--- src/rtl/ddr_cmd_receiver.sv ---
// ddr_cmd_receiver
// Host-to-board command parser for the DDR game serial link. It consumes the
// byte stream coming out of the UART receiver and decodes framed packets of
// the form SYNC(0xA5), CMD, LEN, LEN payload bytes, CHK. CHK is the XOR of
// CMD, LEN and every payload byte. An accepted frame updates the game-control
// state (pause, next song, score, arrow status). A rejected frame leaves that
// state untouched and is counted instead.
//
// Ports:
//   clk          system clock, all state changes on the rising edge
//   rst          asynchronous active-low reset
//   rx_data      received byte, meaningful only while rx_valid is high
//   rx_valid     one-cycle strobe per received byte (no backpressure)
//   pause        game pause level (comes out of reset paused)
//   next_song    one-cycle pulse requesting the next song
//   score        16-bit host-supplied score
//   status       32-bit arrow status word, four 8-bit lanes
//   status_valid one-cycle pulse whenever status is rewritten
//   frame_ok     one-cycle pulse per accepted frame
//   frame_err    one-cycle pulse per rejected or aborted frame
//   err_count    number of rejected frames, saturating at 255

module ddr_cmd_receiver #(
  parameter int MAX_PAYLOAD    = 8,
  parameter int TIMEOUT_CYCLES = 1000000
) (
  input  logic        clk,
  input  logic        rst,
  input  logic [7:0]  rx_data,
  input  logic        rx_valid,
  output logic        pause,
  output logic        next_song,
  output logic [15:0] score,
  output logic [31:0] status,
  output logic        status_valid,
  output logic        frame_ok,
  output logic        frame_err,
  output logic [7:0]  err_count
);

  localparam logic [7:0] SYNC_BYTE      = 8'hA5;
  localparam logic [7:0] CMD_SET_PAUSE  = 8'h01;
  localparam logic [7:0] CMD_NEXT_SONG  = 8'h02;
  localparam logic [7:0] CMD_SET_SCORE  = 8'h03;
  localparam logic [7:0] CMD_SET_STATUS = 8'h04;

  localparam int IDX_W = (MAX_PAYLOAD > 1) ? $clog2(MAX_PAYLOAD) : 1;
  localparam int CNT_W = (TIMEOUT_CYCLES > 2) ? $clog2(TIMEOUT_CYCLES) : 1;

  // The abort fires on the idle cycle whose increment would bring the counter
  // to TIMEOUT_CYCLES-1, so the comparison is against one less than that.
  localparam logic [CNT_W-1:0] TMO_LAST = CNT_W'(TIMEOUT_CYCLES - 2);

  typedef enum logic [2:0] {
    IDLE,
    GET_CMD,
    GET_LEN,
    GET_PAY,
    GET_CHK
  } state_t;

  state_t             state;
  state_t             state_next;

  logic [7:0]         cmd;
  logic [7:0]         len;
  logic [7:0]         chk_acc;
  logic [IDX_W-1:0]   idx;
  logic [7:0]         payload [MAX_PAYLOAD];
  logic [CNT_W-1:0]   tmo_cnt;

  logic               accept;
  logic               reject;
  logic               timeout_hit;
  logic               len_ok;

  // Each command has exactly one legal LEN; anything else (including an
  // unknown opcode) makes the frame unusable even with a good checksum.
  always_comb begin
    len_ok = 1'b0;
    case (cmd)
      CMD_SET_PAUSE:  len_ok = (len == 8'd1);
      CMD_NEXT_SONG:  len_ok = (len == 8'd0);
      CMD_SET_SCORE:  len_ok = (len == 8'd2);
      CMD_SET_STATUS: len_ok = (len == 8'd4);
      default:        len_ok = 1'b0;
    endcase
  end

  // Next-state logic. A byte arriving on the cycle the timeout would fire
  // takes priority, which is why timeout_hit requires rx_valid low.
  always_comb begin
    state_next  = state;
    accept      = 1'b0;
    reject      = 1'b0;
    timeout_hit = (state != IDLE) && !rx_valid && (tmo_cnt == TMO_LAST);

    if (timeout_hit) begin
      state_next = IDLE;
      reject     = 1'b1;
    end else if (rx_valid) begin
      case (state)
        IDLE: begin
          if (rx_data == SYNC_BYTE) begin
            state_next = GET_CMD;
          end
        end
        GET_CMD: begin
          state_next = GET_LEN;
        end
        GET_LEN: begin
          if (rx_data > 8'(MAX_PAYLOAD)) begin
            state_next = IDLE;
            reject     = 1'b1;
          end else if (rx_data == 8'd0) begin
            state_next = GET_CHK;
          end else begin
            state_next = GET_PAY;
          end
        end
        GET_PAY: begin
          if (8'(idx) == (len - 8'd1)) begin
            state_next = GET_CHK;
          end
        end
        GET_CHK: begin
          state_next = IDLE;
          if ((rx_data == chk_acc) && len_ok) begin
            accept = 1'b1;
          end else begin
            reject = 1'b1;
          end
        end
        default: begin
          state_next = IDLE;
        end
      endcase
    end
  end

  always_ff @(posedge clk or negedge rst) begin
    if (!rst) begin
      state <= IDLE;
    end else begin
      state <= state_next;
    end
  end

  // Inter-byte watchdog: only runs while a frame is open and no byte shows up.
  always_ff @(posedge clk or negedge rst) begin
    if (!rst) begin
      tmo_cnt <= '0;
    end else if ((state == IDLE) || rx_valid || timeout_hit) begin
      tmo_cnt <= '0;
    end else begin
      tmo_cnt <= tmo_cnt + CNT_W'(1);
    end
  end

  // Frame capture: opcode, length, running checksum and payload buffer.
  // LEN is latched even when zero so the length check in GET_CHK sees it.
  always_ff @(posedge clk or negedge rst) begin
    if (!rst) begin
      cmd     <= '0;
      len     <= '0;
      chk_acc <= '0;
      idx     <= '0;
      for (int i = 0; i < MAX_PAYLOAD; i++) begin
        payload[i] <= '0;
      end
    end else if (rx_valid) begin
      case (state)
        GET_CMD: begin
          cmd     <= rx_data;
          chk_acc <= rx_data;
        end
        GET_LEN: begin
          len     <= rx_data;
          chk_acc <= chk_acc ^ rx_data;
          idx     <= '0;
        end
        GET_PAY: begin
          payload[idx] <= rx_data;
          chk_acc      <= chk_acc ^ rx_data;
          idx          <= idx + IDX_W'(1);
        end
        default: begin
        end
      endcase
    end
  end

  // Game-control outputs. Pulses default low every cycle so they last
  // exactly one cycle after the CHK (or aborting) edge.
  always_ff @(posedge clk or negedge rst) begin
    if (!rst) begin
      pause        <= 1'b1;
      next_song    <= 1'b0;
      score        <= '0;
      status       <= '0;
      status_valid <= 1'b0;
      frame_ok     <= 1'b0;
      frame_err    <= 1'b0;
      err_count    <= '0;
    end else begin
      next_song    <= 1'b0;
      status_valid <= 1'b0;
      frame_ok     <= accept;
      frame_err    <= reject;

      if (accept) begin
        case (cmd)
          CMD_SET_PAUSE:  pause <= payload[0][0];
          CMD_NEXT_SONG:  next_song <= 1'b1;
          CMD_SET_SCORE:  score <= {payload[0], payload[1]};
          CMD_SET_STATUS: begin
            status       <= {payload[0], payload[1], payload[2], payload[3]};
            status_valid <= 1'b1;
          end
          default: begin
          end
        endcase
      end

      if (reject && (err_count != 8'hFF)) begin
        err_count <= err_count + 8'd1;
      end
    end
  end

endmodule

--- config.mk ---
export PLATFORM = sky130hd
export DESIGN_NAME = ddr_cmd_receiver
export DESIGN_NICKNAME = d
export VERILOG_FILES = /design/src/rtl/ddr_cmd_receiver.sv
export SDC_FILE = /design/constraint.sdc
export NUM_CORES = 1
export LEC_CHECK = 0
export ABC_AREA = 1
export CORE_AREA = 2 2 138 127
export DETAILED_ROUTE_END_ITERATION = 10
export DIE_AREA = 0 0 140 129
export SETUP_SLACK_MARGIN = 0.15
export SYNTH_ARGS = -nofsm -noshare
export SYNTH_HDL_FRONTEND = slang
export SYNTH_SLANG_ARGS = --single-unit
--- constraint.sdc ---
create_clock -name clk -period 4.4 [get_ports clk]
set_input_delay 0.88 -clock clk [delete_from_list [all_inputs] [get_ports clk]]
set_output_delay 0.88 -clock clk [all_outputs]
set_load 0.02 [all_outputs]
# Yosys cells after proc, flatten, opt, wreduce, memory -nomap -nowiden
# Index checks and enable logic that the tools add are counted.
# word_totals
mem_bits_rw	0
reg_bits	175
mem_bits_ro	0
output_inout_bits	61
word_cells	101
inputBits	11
latch_bits	0
memories	0
# classes
n_mul	0
eq_ne	18
shifts	0
n_lt_le_gt_ge	3
addsub	4
muxes	27
n_div	0
bitwise_logic	2
reduce_logical	25
# ops
cell	count
$bwmux 64	1
$demux 8 s3	1
$eq 8x2->1 const B	3
$add 20x1->20 const B	1
$eq 20x20->1 const B	1
$mux 20	1
$mux 3	6
$eq 8x1->1 const B	2
$eq 8x3->1 const B	2
$logic_not 8->1	2
$pmux 8 s2	1
$reduce_and 2->1	8
$mux 1	12
$pmux 3 s4	1
$add 8x1->8 const B	1
$eq 3x8->1	1
$eq 8x8->1	1
$eq 8x8->1 const B	1
$gt 8x4->1 const B	1
$mux 8	1
$ne 8x8->1 const B	1
$sub 8x1->8 const B	1
$xor 8x8->8	1
$eq 3x2->1 const B	2
18 further kinds	26

# Depth between registers and ports, before layout
# depth
depth_word	8
depth_mapped	15

# Least setup slack after synthesis
# Ideal clock, no wire load.
# synth_timing
path_type	input -> register
startpoint	in rx_data[5]
endpoint	reg status[10]
path_buffers	2
t_required_ps	4279
cell_stages	14
t_arrival_ps	2021
setup_slack_ps	2258
setup_ps	121
cell_sequence	inv_2 > nand2_1 > nand2_1 > nand2_1 > nor2_1 > nand2_1 > nor2_1 > nand2_1 > inv_2 > nand3_2 > buf_6 > buf_2 > nand2_1 > o21ai_1
# synth_via
elab_chain_cells	7
# synth_lines
item	line_no	text
from (decl)	29	input logic [7:0] rx_data,
$eq 8x8->1	128	if ((rx_data == chk_acc) && len_ok) begin
$logic_and 1x1->1	128	
$mux 1	128	
$mux 1	102	case (state)
$mux 1	101	end else if (rx_valid) begin
$mux 1	98	if (timeout_hit) begin
$reduce_and 2->1 (no line)	--	
to (signal assigned)	217	status <= {payload[0], payload[1], payload[2], payload[3]};
to (decl)	34	output logic [31:0] status,
# Every way passes these cells.
# A chain may end at the register's enable or synchronous reset.

# Final worst setup path
# layout_timing
startpoint	in rx_data[5]
endpoint	reg score[9]
# layout_via
elab_chain_cells	7
# layout_lines
item	line_no	text
$eq 8x8->1	128	
$logic_and 1x1->1	128	
$mux 1	128	
$mux 1	102	
$mux 1	101	
$mux 1	98	
$reduce_and 2->1 (no line)	--	
to (signal assigned)	215	CMD_SET_SCORE: score <= {payload[0], payload[1]};
to (decl)	33	output logic [15:0] score,
# Every way passes these cells.

==> metrics.cfg <==
[power]
power_density_nw_per_um2 = 528.8
total_power_mw = 4.222
power_leakage_nw = 3.711
ir_drop_uv = 321.0

[setup_path]
cp.arrival_ps = 3090
crit_path_max_fanout = 32
path_class = in -> reg
required_ps = 4740
end_kind = register
startpoint_type = input port

[grt]
grt_pass1_wl_mm = 24.24
grt_overflow_total = 0
grt_pass1_vias = 4627
antenna_found_initial = 0
grt_max_degree = 104
track_usage_pct = 17.15

[clocking]
cts_made_buffers = 17
clock_sinks = 143
cts_setup_buffers = 0
cts_resized = 0
clkTransAtPathRegs_ps = 70
clock_path_buffers = 2
root_buffer = clkbuf_16
tritoncts = yes
cts_hold_buf = 0
clk_latency_ps = 430
cts_max_level = 4

[outcome]
run_status = complete, but fails checks
violations = DRC

[sta]
finalHoldViolations = 0
max_freq_mhz = 362.8
final_min_period_over_clock_period_pct = 62.64
period_minus_slack_ps = 2756
fin_skew_ps = 11.56
setup_tns_ps = 0
finalSetupViolCount = 0
max_slew.worst_pin.slew_ps = 952.2
drv_slew = 0
rsz0062_at_grt = false
relSlewSlack_pct = 36.52

[floorplan]
fp.dieW_microns = 140
core_sq_um = 16610
die_h_microns = 129
fp-row-count = 45
die_area_sq_um = 18060
pin_count = 72
floorplan.initialDensity_pct = 39.30

[synthesis]
synth_largest_area_cell = dfrtp_1
synthTopCellsByCount = nand2_1 (189), dfrtp_1 (142), inv_1 (88)
synthesis.nets = 777
synth.ff_latch_count = 143
synth-edff-count = 0
avgSynthCellArea_sq_um = 8.600
synth_most_common_cell = nand2_1
ys_types = 34
synthesis.instances = 759
netlist.area_leader.share_pct = 54.44
syn-cell-area_sq_um = 6528
ys.flop_type = dfrtp_1
synthTopCellsByArea = dfrtp_1 (54%), nand2_1 (11%), inv_1 (5.1%)
ys_async_sr_fraction_pct = 100.0
yosysSeqAreaShare_pct = 54.84
ys.warnings.count = 0

[final_layout]
regArea_sq_um = 3580
fin_util_pct = 48.07
syn2layout_area_growth_pct = 22.31
multi_input_area_sq_um = 2454
diodes = 0
layout.nets = 851
nFillCells = 1607
final_layout_size_suffix_gt1_share_pct = 7.447

[route]
ant_nets = 0
viasPerCell = 4.797
drt-pass1-iter-count = 10
wl_per_cell_microns = 13.74
drt-total-wl_mm = 14.52
drtIter0Drc = 296
drc = 10
via_count = 5070

[placed_design]
gp_congestion = 0.8639
dp_hpwl_mm = 9.983
io_buffers = 71

[worst_hold_path]
hp-class = reg -> reg

[flow_run]
cap_violations = 0

-- worst paths after layout --
check | startpoint | to | slack, ps | depth (start not counted)
setup / recovery | rx_data[5] | score[9]$_DFFE_PN0P_ | 1640 | 12
hold / removal | tmo_cnt[0]$_DFF_PN0_ | tmo_cnt[0]$_DFF_PN0_ | 490 | 1
setup reg to reg | state[2]$_DFFE_PN0P_ | err_count[3]$_DFFE_PN0P_ | 1980 | 10
hold reg to reg | tmo_cnt[0]$_DFF_PN0_ | tmo_cnt[0]$_DFF_PN0_ | 490 | 1
max in group asynchronous | rst | pause$_DFFE_PN1P_ | 2900 | 2
min in group asynchronous | rst | status[18]$_DFFE_PN0P_ | 560 | 1
-- routing by layer --
layer	part of all wire, %	GRT usage, %
met2	40	22.86
met1	54	26.39
met4	1.1	5.764
met3	4.9	5.061
met5	0	0
-- per-stage QoR --
step	instances	setup WS (ps)	hold WS, ps	cell area, sq um
floorplan	759	2258	453.0	6528
CTS	1057	1623	490.0	7984
detailed placement	1025	1224	474.3	7407
finish	1057	1644	485.9	7984
global route	1057	1326	501.2	7984
global placement	1025	1259	465.9	7407
-- area by class of cell --
class / count / area share (%)
timing repair buffer: 75 / 9.293
clock inverter: 15 / 1.896
tap: 211 / 3.307
sequential: 143 / 44.84
inverter: 98 / 4.607
clock buffer: 17 / 5.328
multi-input combinational: 498 / 30.73
-- cells by family (layout without fill, tap and decap cells) --
group                      after synthesis  after routing  share of synthesized area, %
AOI/OAI and AO/OA                      126            126                         10.31
xor gates and xnor gates                18             18                         2.415
adders and majority gates                7              7                         1.342
buffers and inverters                  118            205                         7.571
DFF                                    143            143                         54.84
and+or+nand+nor                        347            347                         23.52
-- report_power, final --
group	leakage, nW	internal [mW]	switching [mW]
logic	1.52	0.357	0.634
clock network	0.285	0.797	0.614
registers	1.90	1.59	0.228
-- sequential cells by signal (all words and copies together) (netlist names) --
register	flops
err_count	8
cmd	8
next_song	1
status_valid	1
score	16
pause	1
payload	32
frame_ok	1
chk_acc	8
tmo_cnt	20
frame_err	1
len	8
idx	3
status	32
state	3
-- critical path, cell delays in order --
cell             delay, ps
clkdlybuf4s50_1        480
inv_2                  180
nand2_1                 70
nand2_1                 70
nand2_1                 50
nor2_1                 100
nand2_1                 70
nor2_1                 200
nand2_1                120
inv_2                  110
nand3_2                400
o21ai_0                340
-- cells in the final DEF (no fill, tap or decap), types with 3 or more instances in the layout --
master,n
nor2_1,71
nor3_1,12
nand4_1,15
xor2_1,11
a21oi_1,19
nand3_1,33
ha_1,7
o211ai_1,9
clkinv_4,3
nor4_1,3
dfrtp_1,142
nor3b_1,6
inv_2,10
inv_8,3
o21a_1,4
buf_4,4
inv_1,88
nand2_1,189
clkbuf_16,17
o21ai_1,25
nand3b_1,4
clkdlybuf4s50_1,70
inv_6,5
xnor2_1,7
nand2_2,4
o21ai_0,65
No activity file was read; power rests on OpenSTA's default activity.
